`src/rtl/fetch_stage.sv`:
```
// -----------------------------------------------------------------------------
// fetch_stage
//   Instruction-fetch stage in front of a 4096 x 19-bit instruction memory.
//   Owns the 12-bit PC and drives the memory address combinationally. The
//   memory answers in the same cycle. The fetched word is registered into the
//   IF/ID pipeline register under redirect / stall / flush control.
//   Unconditional jumps (opcode 5'b11101, mode 2'b11) are predecoded here, so
//   they redirect the PC without a bubble.
//
//   Optional feature: define FETCH_PERF_CNT_EN to build the saturating 16-bit
//   performance counters. Without it, the perf_* ports are tied to zero.
//
// Parameters
//   RESET_PC   : PC value loaded on reset
//   EARLY_JUMP : 1 = predecode jumps in fetch, 0 = jumps fall through
//
// Ports
//   clk, rst          : rising-edge clock, async active-high reset
//   stall, flush      : hold pipeline / invalidate IF/ID
//   redirect_valid/pc : load PC from a downstream-resolved target
//   imem_addr         : instruction memory address (= pc)
//   imem_instr        : instruction returned for imem_addr
//   ifid_valid/instr/pc1/jumped : IF/ID pipeline register outputs
//   perf_fetch/stall/squash     : performance counters (optional)
// -----------------------------------------------------------------------------
module fetch_stage #(
    parameter logic [11:0] RESET_PC   = 12'd0,
    parameter bit          EARLY_JUMP = 1'b1
) (
    input  logic        clk,
    input  logic        rst,
    input  logic        stall,
    input  logic        flush,
    input  logic        redirect_valid,
    input  logic [11:0] redirect_pc,
    output logic [11:0] imem_addr,
    input  logic [18:0] imem_instr,
    output logic        ifid_valid,
    output logic [18:0] ifid_instr,
    output logic [11:0] ifid_pc1,
    output logic        ifid_jumped,
    output logic [15:0] perf_fetch,
    output logic [15:0] perf_stall,
    output logic [15:0] perf_squash
);

    logic [11:0] pc_q, pc_d;
    logic        ifid_valid_q, ifid_valid_d;
    logic [18:0] ifid_instr_q, ifid_instr_d;
    logic [11:0] ifid_pc1_q, ifid_pc1_d;
    logic        ifid_jumped_q, ifid_jumped_d;
    logic        jump_hit_s;
    logic [11:0] pc_inc_s;
    logic [11:0] pc_next_seq_s;

    // Predecode and next-PC selection; pc+1 wraps naturally at 12 bits.
    always_comb begin
        jump_hit_s    = EARLY_JUMP && (imem_instr[18:14] == 5'b11101)
                                   && (imem_instr[13:12] == 2'b11);
        pc_inc_s      = pc_q + 12'd1;
        pc_next_seq_s = jump_hit_s ? imem_instr[11:0] : pc_inc_s;
    end

    // Next-state of PC and IF/ID; redirect beats stall, stall beats flush.
    always_comb begin
        pc_d          = pc_q;
        ifid_valid_d  = ifid_valid_q;
        ifid_instr_d  = ifid_instr_q;
        ifid_pc1_d    = ifid_pc1_q;
        ifid_jumped_d = ifid_jumped_q;
        if (redirect_valid) begin
            pc_d          = redirect_pc;
            ifid_valid_d  = 1'b0;
            ifid_instr_d  = 19'd0;
            ifid_jumped_d = 1'b0;
        end else if (stall) begin
            // Stalled flush only drops the valid bit; contents stay frozen.
            if (flush) begin
                ifid_valid_d = 1'b0;
            end else begin
                ifid_valid_d = ifid_valid_q;
            end
        end else if (flush) begin
            pc_d         = pc_next_seq_s;
            ifid_valid_d = 1'b0;
            ifid_instr_d = 19'd0;
        end else begin
            pc_d          = pc_next_seq_s;
            ifid_valid_d  = 1'b1;
            ifid_instr_d  = imem_instr;
            ifid_pc1_d    = pc_inc_s;
            ifid_jumped_d = jump_hit_s;
        end
    end

    // PC and IF/ID pipeline register.
    always_ff @(posedge clk or posedge rst) begin
        if (rst) begin
            pc_q          <= RESET_PC;
            ifid_valid_q  <= 1'b0;
            ifid_instr_q  <= 19'd0;
            ifid_pc1_q    <= 12'd0;
            ifid_jumped_q <= 1'b0;
        end else begin
            pc_q          <= pc_d;
            ifid_valid_q  <= ifid_valid_d;
            ifid_instr_q  <= ifid_instr_d;
            ifid_pc1_q    <= ifid_pc1_d;
            ifid_jumped_q <= ifid_jumped_d;
        end
    end

    assign imem_addr   = pc_q;
    assign ifid_valid  = ifid_valid_q;
    assign ifid_instr  = ifid_instr_q;
    assign ifid_pc1    = ifid_pc1_q;
    assign ifid_jumped = ifid_jumped_q;

`ifdef FETCH_PERF_CNT_EN
    logic [15:0] perf_fetch_q, perf_fetch_d;
    logic [15:0] perf_stall_q, perf_stall_d;
    logic [15:0] perf_squash_q, perf_squash_d;

    function automatic logic [15:0] sat_inc(input logic [15:0] val, input logic en);
        if (en && (val != 16'hFFFF)) begin
            sat_inc = val + 16'd1;
        end else begin
            sat_inc = val;
        end
    endfunction

    // Counter events: captures, stalled cycles, squashes of a live entry.
    always_comb begin
        perf_fetch_d  = sat_inc(perf_fetch_q, !redirect_valid && !stall && !flush);
        perf_stall_d  = sat_inc(perf_stall_q, stall && !redirect_valid);
        perf_squash_d = sat_inc(perf_squash_q, (redirect_valid || flush) && ifid_valid_q);
    end

    // Performance counter registers.
    always_ff @(posedge clk or posedge rst) begin
        if (rst) begin
            perf_fetch_q  <= 16'd0;
            perf_stall_q  <= 16'd0;
            perf_squash_q <= 16'd0;
        end else begin
            perf_fetch_q  <= perf_fetch_d;
            perf_stall_q  <= perf_stall_d;
            perf_squash_q <= perf_squash_d;
        end
    end

    assign perf_fetch  = perf_fetch_q;
    assign perf_stall  = perf_stall_q;
    assign perf_squash = perf_squash_q;
`else
    assign perf_fetch  = 16'd0;
    assign perf_stall  = 16'd0;
    assign perf_squash = 16'd0;
`endif

endmodule

```
`config.mk`:
```
export PLATFORM = sky130hd
export DESIGN_NAME = fetch_stage
export DESIGN_NICKNAME = d
export VERILOG_FILES = /design/src/rtl/fetch_stage.sv
export SDC_FILE = /design/constraint.sdc
export NUM_CORES = 1
export LEC_CHECK = 0
export BUFFER_PORTS_ARGS = -buffer_cell sky130_fd_sc_hd__clkbuf_2
export CAP_MARGIN = 10
export CELL_PAD_IN_SITES_DETAIL_PLACEMENT = 0
export CELL_PAD_IN_SITES_GLOBAL_PLACEMENT = 2
export CORE_ASPECT_RATIO = 1.1
export CORE_MARGIN = 1
export CORE_UTILIZATION = 26
export CTS_BUF_LIST = sky130_fd_sc_hd__clkbuf_4
export DETAILED_ROUTE_END_ITERATION = 6
export GPL_ROUTABILITY_DRIVEN = 0
export PLACE_DENSITY_LB_ADDON = 0.3
export SETUP_SLACK_MARGIN = 0.2
export SYNTH_ARGS = -nofsm -noshare
export SYNTH_HDL_FRONTEND = slang
export SYNTH_SLANG_ARGS = --single-unit
```
`constraint.sdc`:
```
create_clock -name clk -period 2.53 [get_ports clk]
set_clock_uncertainty 0.2 [all_clocks]
set_input_delay 0.6325 -clock clk [delete_from_list [all_inputs] [get_ports clk]]
set_output_delay 0.6325 -clock clk [all_outputs]
set_load 0.05 [all_outputs]
```
---- Word-level counts from Yosys, hierarchy flattened ----
Index checks and enable logic that the tools add are counted.
storage, ports and cells
  bits in registers ....................... 45
  bits of input ports ..................... 36
  output and inout port bits .............. 93
  word-level logic and storage cells ...... 30
cells by class
  $add $sub $neg .......................... 1
  equality and inequality tests ........... 5
  multiplexer cells ....................... 13
  bitwise logic cells ..................... 3
  reductions and logical operators ........ 3
operators with widths
  operator               number
  $mux 19                3
  $mux 12                3
  $add 12x1->12 const B  1
  $mux 1                 7
  $eq 5x5->1 const B     1
  $ne 2x1->1 const B     2
  $ne 3x1->1 const B     1
  $not 1->1              3
  $reduce_and 3->1       1
  $eq 2x2->1 const B     1
  $reduce_and 2->1       1
  $logic_and 1x1->1      1

---- Longest topological paths before layout ----
Gate-level depths: netlist (run 1).
  word-level depth ........................ 5
  depth in mapped cells ................... 6
  mapped depth without buffers ............ 5

---- Least setup slack after synthesis (run 1) ----
Ideal clock, no wire load.
  path kind ............................... flip-flop to flip-flop
  start point ............................. register pc_q[2], in the netlist imem_addr[2]
  end point ............................... register pc_q[11], in the netlist imem_addr[11]
  library setup time ...................... 0.086 ns
  arrival time ............................ 2.106 ns
  required time ........................... 2.244 ns
  setup slack ............................. 0.138 ns
  stages on the path, launching flop included .. 6
  path buffers ............................ 1
  period minus slack after synthesis ...... 2.392 ns
  cell sequence ........................... dfrtp_1 > buf_4 > nand4_4 > or4_4 > or4_1 > a32oi_1
on the way
  word-level cells in the longest chain between the ends .. 4
RTL lines
  item                    RTL line  source
  start, declared         47        logic [11:0] pc_q, pc_d;
  start signal, assigned  105       pc_q <= pc_d;
  $add 12x1->12           60        pc_inc_s = pc_q + 12'd1;
  $mux 12                 61        pc_next_seq_s = jump_hit_s ? imem_instr[11:0] : pc_inc_s;
  $mux 12                 76        end else if (stall) begin
  $mux 12                 71        if (redirect_valid) begin
No other way between the ends. The select of a mux whose other input is x is not followed.
A chain may end at the register's enable or synchronous reset.

---- Final worst setup path (run 1) ----
  start point ............................. register pc_q[0], in the netlist imem_addr[0]
  end point ............................... register pc_q[11], in the netlist imem_addr[11]
The elaborated chain is that of the path after synthesis.

==> flow_metrics.py, run 1 <==
metrics = {
    "run_status": {
        "status": "complete, no violations",
    },
    "logic_synthesis": {
        "synth_top_cells_by_count": "49 x sky130_fd_sc_hd__buf_4, 45 x sky130_fd_sc_hd__dfrtp_1, 19 x sky130_fd_sc_hd__a22o_1",
        "postSynthRegisterBits": 45,
        "postSynthCellCount": 265,
        "synth_top_cells_by_area": "sky130_fd_sc_hd__dfrtp_1 44%, sky130_fd_sc_hd__buf_4 14%, sky130_fd_sc_hd__a22o_1 6.5%, sky130_fd_sc_hd__a21oi_1 3.3%, sky130_fd_sc_hd__o21ai_0 2.8%",
        "number_of_synthesized_flops_with_an_enable_pin": 0,
        "synth_area_per_cell_um2": 9.59,
        "synth-main-ff-cell": "sky130_fd_sc_hd__dfrtp_1",
        "synthesized_area_um2": 2540,
        "synth_async_sr_flop_share": 1.00,
        "ys.warnings.count": 0,
        "synth_cell_types": 47,
        "synthMostInstantiatedCell": "sky130_fd_sc_hd__buf_4",
        "yosysSeqAreaShare": 0.443,
        "synth_top_cell_by_area": "sky130_fd_sc_hd__dfrtp_1",
        "yosys.area.top_type_share": 0.443,
    },
    "worst_setup_path": {
        "crit_path_cell_trace": "nand4_4, or4_4, or4_1, a32oi_1",
        "critical_path_class": "reg2reg",
        "critical_path_peak_fanout": 7,
        "crit_family": "simple AND/OR/NAND/NOR gates",
        "required_ns": 2.61,
        "worst-endpoint-arrival_ns": 2.24,
        "standard_cell_with_the_maximum_stage_delay_on_the_critical_path": "sky130_fd_sc_hd__or4_4",
        "timing.critical_path.buf_inv": 0,
        "start_kind": "flop",
        "cp_slowest_stage_delay_ns": 0.56,
        "setup.worst_path.end_class": "flop",
    },
    "cts": {
        "clk-insertion-delay-late_ns": 0.36,
        "path_clk_slew_ns": 0.14,
        "postCtsSetupRepairBufs": 0,
        "cts-hold-fix-buffers": 0,
        "clockBufferDepth": 2,
        "cts.root.buffer_cell": "sky130_fd_sc_hd__clkbuf_4",
        "post_cts.resized_instances": 0,
        "htree_levels": 2,
        "cts_inserted_buffers": 5,
        "clock_sink_count": 45,
        "tritoncts": "yes",
    },
    "final_layout": {
        "drive_gt1_frac": 0.298,
        "antennaDiodeCount": 0,
        "layout-area-overhead-vs-synth_pct": 19.6,
        "post_layout_nonfiller_instances": 466,
        "fillers": 1020,
        "fin_nets": 385,
        "fin_area_um2": 3040,
    },
    "power": {
        "report.power.total_uw": 2080,
        "power_density_nw_per_um2": 684,
        "vdd_ir_drop_max_mv": 0.187,
        "leakage_uw": 0.00149,
    },
    "run": {
        "max_cap_viols": 0,
    },
    "grt": {
        "globalRouteMet3Util": 0.0274,
        "first_pass_grt_wire_length_mm": 11.2,
        "initial_antenna_violation_count": 0,
        "total_grt_usage": 0.146,
        "gr-usage-met1": 0.202,
        "vias_in_the_first_global_route": 2043,
        "largest_net_degree_at_the_start_of_global_routing": 29,
        "layer_with_the_highest_usage_after_global_routing": "met2",
        "global_route.usage.met2": 0.230,
        "gr-total-overflow": 0,
    },
    "die": {
        "floorplan.core_area_um2": 9440,
        "die_height_um": 106,
        "chipWidth_um": 96.3,
        "initial_core_util": 0.269,
        "top_level_ports": 129,
        "overall_die_area_um2": 10200,
        "row_count": 37,
    },
    "drt": {
        "detail-route-antenna-nets": 0,
        "routedWlPerCell_um": 15.2,
        "drc_errors": 0,
        "avgViaCountPerCell": 4.50,
        "first_pass_iters": 4,
        "finalWirelength_mm": 7.10,
        "detailedRoute.firstIterationViolations": 63,
        "via_count": 2098,
    },
    "timing": {
        "max_transition_viols_final": 0,
        "finalHoldViolCount": 0,
        "max_slew.worst_pin.slew_ns": 0.983,
        "finalCriticalPeriod_ns": 2.16,
        "worst_hold_slack_ns": 0.0682,
        "min_period_over_period": 0.855,
        "setup_repair_after_global_routing_missed_its_margin": "false",
        "slew-limit-headroom": 0.343,
        "fin_setup_tns_ns": 0,
        "setup_viol": 0,
        "clock.fmax_ghz": 0.463,
    },
    "placed_design": {
        "placed_cells_incl_taps": 458,
        "io_buffers": 80,
        "dpl_cell_area_um2": 2960,
        "dp_hpwl_mm": 5.41,
    },
    "min_path": {
        "path_category_of_the_worst_min_delay_check": "in2async",
    },
}
-- area by class of cell --
class	instances	area, um2	area share
clock inverters	3	41.3	0.0136
repair buffers	91	508	0.167
well taps	117	146	0.0481
multi-input cells	195	1140	0.376
inverters	10	37.5	0.0123
clock buffers	5	37.5	0.0123
flip-flops and latches	45	1130	0.371
-- flip-flops by register name, indices dropped and copies added, names as in the netlist --
signal	cells
ifid_instr	19
ifid_jumped	1
ifid_pc1	12
ifid_valid	1
imem_addr	12
-- path summary, 6_finish.rpt --
path / start / endpoint / slack (ns) / cells past startpoint
worst max-delay path: imem_addr[0] / imem_addr[11] / 0.37 / 4
worst min-delay path: rst / ifid_pc1[3] / 0.07 / 2
worst max register to register: imem_addr[0] / imem_addr[11] / 0.37 / 4
worst min register to register: ifid_valid / ifid_valid / 0.33 / 2
max in group asynchronous: rst / ifid_valid / 1.54 / 3
min in group clk: redirect_pc[2] / imem_addr[2] / 0.26 / 2
-- cell families (layout without fill, tap and decap cells) --
group                    count (synthesis)  in the layout  share of synthesized area
AO/OA/AOI/OAI                           75             75                      0.205
buffers and inverters                   72            109                      0.179
AND/OR/NAND/NOR                         62             62                      0.134
flip-flops                              45             45                      0.443
XOR/XNOR                                 7              7                     0.0241
multiplexers                             2              2                    0.00837
adder cells (fa/ha/maj)                  1              1                    0.00492
other                                    1             48                    0.00147
-- cells in the final DEF, fill, tap and decap left out, types with 3 or more instances in the layout --
cell type and n:
sky130_fd_sc_hd__a21oi_1 17, sky130_fd_sc_hd__a22o_1 19, sky130_fd_sc_hd__and3_1 3, sky130_fd_sc_hd__buf_4 9, sky130_fd_sc_hd__clkbuf_2 80, sky130_fd_sc_hd__clkbuf_4 5
sky130_fd_sc_hd__conb_1 48, sky130_fd_sc_hd__dfrtp_1 44, sky130_fd_sc_hd__inv_1 9, sky130_fd_sc_hd__nand2_1 5, sky130_fd_sc_hd__nand2b_1 3, sky130_fd_sc_hd__nand3_1 5
sky130_fd_sc_hd__nor2_1 18, sky130_fd_sc_hd__nor2b_1 5, sky130_fd_sc_hd__nor3_1 8, sky130_fd_sc_hd__o21a_1 4, sky130_fd_sc_hd__o21ai_0 14, sky130_fd_sc_hd__o31ai_1 3
sky130_fd_sc_hd__or3_1 3, sky130_fd_sc_hd__xnor2_1 5
-- power breakdown --
| group | leakage (uW) | switching, uW | internal, uW |
|---|---|---|---|
| Clock | 0.0000389 | 247 | 205 |
| Sequential | 0.000559 | 71.0 | 794 |
| Combinational | 0.000896 | 597 | 167 |
-- routing by layer --
layer	vias to the layer above	part of all wire
li1	1016	-
met1	991	0.47
met2	84	0.46
met3	7	0.058
met4	0	0.014
met5	-	0
-- through the flow --
stage / utilization / setup slack (ns)
after detailed placement: 0.314 / 0.258
after CTS: 0.322 / 0.352
after global placement: 0.314 / 0.292
after floorplan: - / 0.201
final: 0.322 / 0.368
after global routing: 0.322 / 0.240
-- worst register-to-register path, delay by kind of cell, from the launching register on --
family | cells | cell delay [ns]
compound gates | 1 | 0.20
simple gates | 3 | 1.15
flops | 1 | 0.54
(Power assumes the default switching activity.)
==> run 2: changes to the inputs <==
--- a/config.mk
+++ b/config.mk
@@ -5,15 +5,15 @@
 export SDC_FILE = /design/constraint.sdc
 export NUM_CORES = 1
 export LEC_CHECK = 0
-export BUFFER_PORTS_ARGS = -buffer_cell sky130_fd_sc_hd__clkbuf_2
 export CAP_MARGIN = 10
 export CELL_PAD_IN_SITES_DETAIL_PLACEMENT = 0
 export CELL_PAD_IN_SITES_GLOBAL_PLACEMENT = 2
 export CORE_ASPECT_RATIO = 1.1
 export CORE_MARGIN = 1
-export CORE_UTILIZATION = 26
+export CORE_UTILIZATION = 37
 export CTS_BUF_LIST = sky130_fd_sc_hd__clkbuf_4
 export DETAILED_ROUTE_END_ITERATION = 6
+export DONT_BUFFER_PORTS = 1
 export GPL_ROUTABILITY_DRIVEN = 0
 export PLACE_DENSITY_LB_ADDON = 0.3
 export SETUP_SLACK_MARGIN = 0.2
==> flow_metrics.py, run 2 (synthesis results as in run 1) <==
metrics = {
    "run_status": {
        "status": "complete, no violations",
    },
    "final_layout": {
        "fin_nets": 311,
        "fin_area_um2": 2600,
        "fillers": 702,
        "layout-area-overhead-vs-synth_pct": 2.41,
        "most_common_cell_after_layout_fill_and_taps_aside": "sky130_fd_sc_hd__conb_1",
        "seq_area_um2": 1130,
        "antennaDiodeCount": 0,
        "largest_register_ffs": 19,
        "multi_input_area_um2": 1140,
        "drive_gt1_frac": 0.106,
        "most-common-layout-cells": "48 x sky130_fd_sc_hd__conb_1, 44 x sky130_fd_sc_hd__dfrtp_1, 19 x sky130_fd_sc_hd__a22o_1, 18 x sky130_fd_sc_hd__nor2_1, 17 x sky130_fd_sc_hd__a21oi_1",
    },
    "placed_design": {
        "detailedPlace.worstSlack_ns": 0.366,
        "dpl_cell_area_um2": 2540,
        "io_buffers": 0,
        "dp_hpwl_mm": 4.89,
    },
    "power": {
        "leakage_uw": 0.00117,
        "vdd_ir_drop_max_mv": 0.291,
        "power_density_nw_per_um2": 723,
    },
    "worst_setup_path": {
        "critical_path_peak_fanout": 9,
        "start_kind": "flop",
        "required_ns": 2.57,
        "setup.worst_path.end_class": "flop",
        "cp-startpoint": "imem_addr[0]",
        "reg2reg_from": "imem_addr[0]",
        "critical_path_class": "reg2reg",
        "worst-endpoint-arrival_ns": 2.13,
    },
    "drt": {
        "finalWirelength_mm": 6.55,
        "via_count": 1848,
        "first_pass_iters": 4,
        "routedWlPerCell_um": 18.4,
        "detail-route-antenna-nets": 0,
        "avgViaCountPerCell": 5.19,
        "drc_errors": 0,
        "detailedRoute.firstIterationViolations": 122,
    },
    "grt": {
        "vias_in_the_first_global_route": 1855,
        "gr-total-overflow": 0,
        "initial_antenna_violation_count": 0,
        "first_pass_grt_wire_length_mm": 10.1,
        "largest_net_degree_at_the_start_of_global_routing": 30,
        "total_grt_usage": 0.192,
    },
    "run": {
        "max_cap_viols": 0,
    },
    "cts": {
        "htree_levels": 2,
        "tritoncts": "yes",
        "path_clk_slew_ns": 0.13,
        "clk-insertion-delay-late_ns": 0.36,
        "cts.root.buffer_cell": "sky130_fd_sc_hd__clkbuf_4",
        "clockBufferDepth": 2,
        "clock_sink_count": 45,
        "cts_inserted_buffers": 5,
        "postCtsSetupRepairBufs": 0,
    },
    "die": {
        "overall_die_area_um2": 7210,
        "top_level_ports": 129,
        "row_count": 31,
        "chipWidth_um": 81.0,
        "die_height_um": 88.9,
        "initial_core_util": 0.386,
        "floorplan.core_area_um2": 6590,
    },
    "timing": {
        "finalHoldViolCount": 0,
        "min_period_over_period": 0.824,
        "max_slew.worst_pin.slew_ns": 0.578,
        "max_transition_viols_final": 0,
        "timing.final.ws_setup_ns": 0.446,
        "slew-limit-headroom": 0.614,
        "setup_viol": 0,
        "clock.fmax_ghz": 0.480,
        "finalCriticalPeriod_ns": 2.08,
        "setup_repair_after_global_routing_missed_its_margin": "false",
        "fin_setup_tns_ns": 0,
    },
    "min_path": {
        "path_category_of_the_worst_min_delay_check": "in2reg",
        "hp-start": "redirect_valid",
    },
}
[run 2: where the power goes]
group / leakage (uW) / internal (uW) / switching [uW]
Combinational: 0.000582 / 119 / 371
Sequential: 0.000559 / 791 / 259
Clock: 0.0000315 / 114 / 230
[run 2: path summary, 6_finish.rpt]
check	cells after the start	slack, ns	end
max in group asynchronous	3	1.14	imem_addr[9]
setup reg to reg	5	0.45	imem_addr[10]
hold / removal	1	0.12	ifid_jumped
hold reg to reg	1	0.42	ifid_pc1[0]
min in group asynchronous	2	0.50	ifid_instr[14]
setup / recovery	5	0.45	imem_addr[10]
[run 2: worst max-delay path, cell delays in order (launching register included)]
cell                      delay (ns)
sky130_fd_sc_hd__dfrtp_1        0.48
sky130_fd_sc_hd__ha_1           0.28
sky130_fd_sc_hd__nand3_1        0.30
sky130_fd_sc_hd__o31a_1         0.39
sky130_fd_sc_hd__o31ai_1        0.23
sky130_fd_sc_hd__a21oi_1        0.09
[run 2: cell type report]
cell class / instances / area share
Clock buffer: 6 / 0.0173
Clock inverter: 1 / 0.00192
Inverter: 10 / 0.0144
Multi-Input combinational cell: 195 / 0.439
Sequential cell: 45 / 0.433
Tap cell: 82 / 0.0394
Timing Repair Buffer: 17 / 0.0548
[run 2: through the flow]
stage | power, uW | hold slack [ns] | util | cells
6_report | 1880 | 0.115 | 0.395 | 356
5_1_grt | 1980 | 0.0878 | 0.395 | 356
3_3_place_gp | 1550 | 0.326 | 0.386 | 348
4_1_cts | 1900 | 0.103 | 0.395 | 356
2_1_floorplan | 1520 | 0.505 | - | 312
3_5_place_dp | 1560 | 0.332 | 0.386 | 348
[run 2: layer usage]
layer  vias up  wire length [um]  global-route usage
met4         0                77              0.0584
met1       899              2840               0.246
li1        864                 -                   -
met3         6               504              0.0633
met2        79              3120               0.307
met5         -                 0                   0
[run 2: what timing repair did]
action                    CTS  global route
hold buffers                1             0
hold endpoints to repair   16             0
resized for setup           0             0
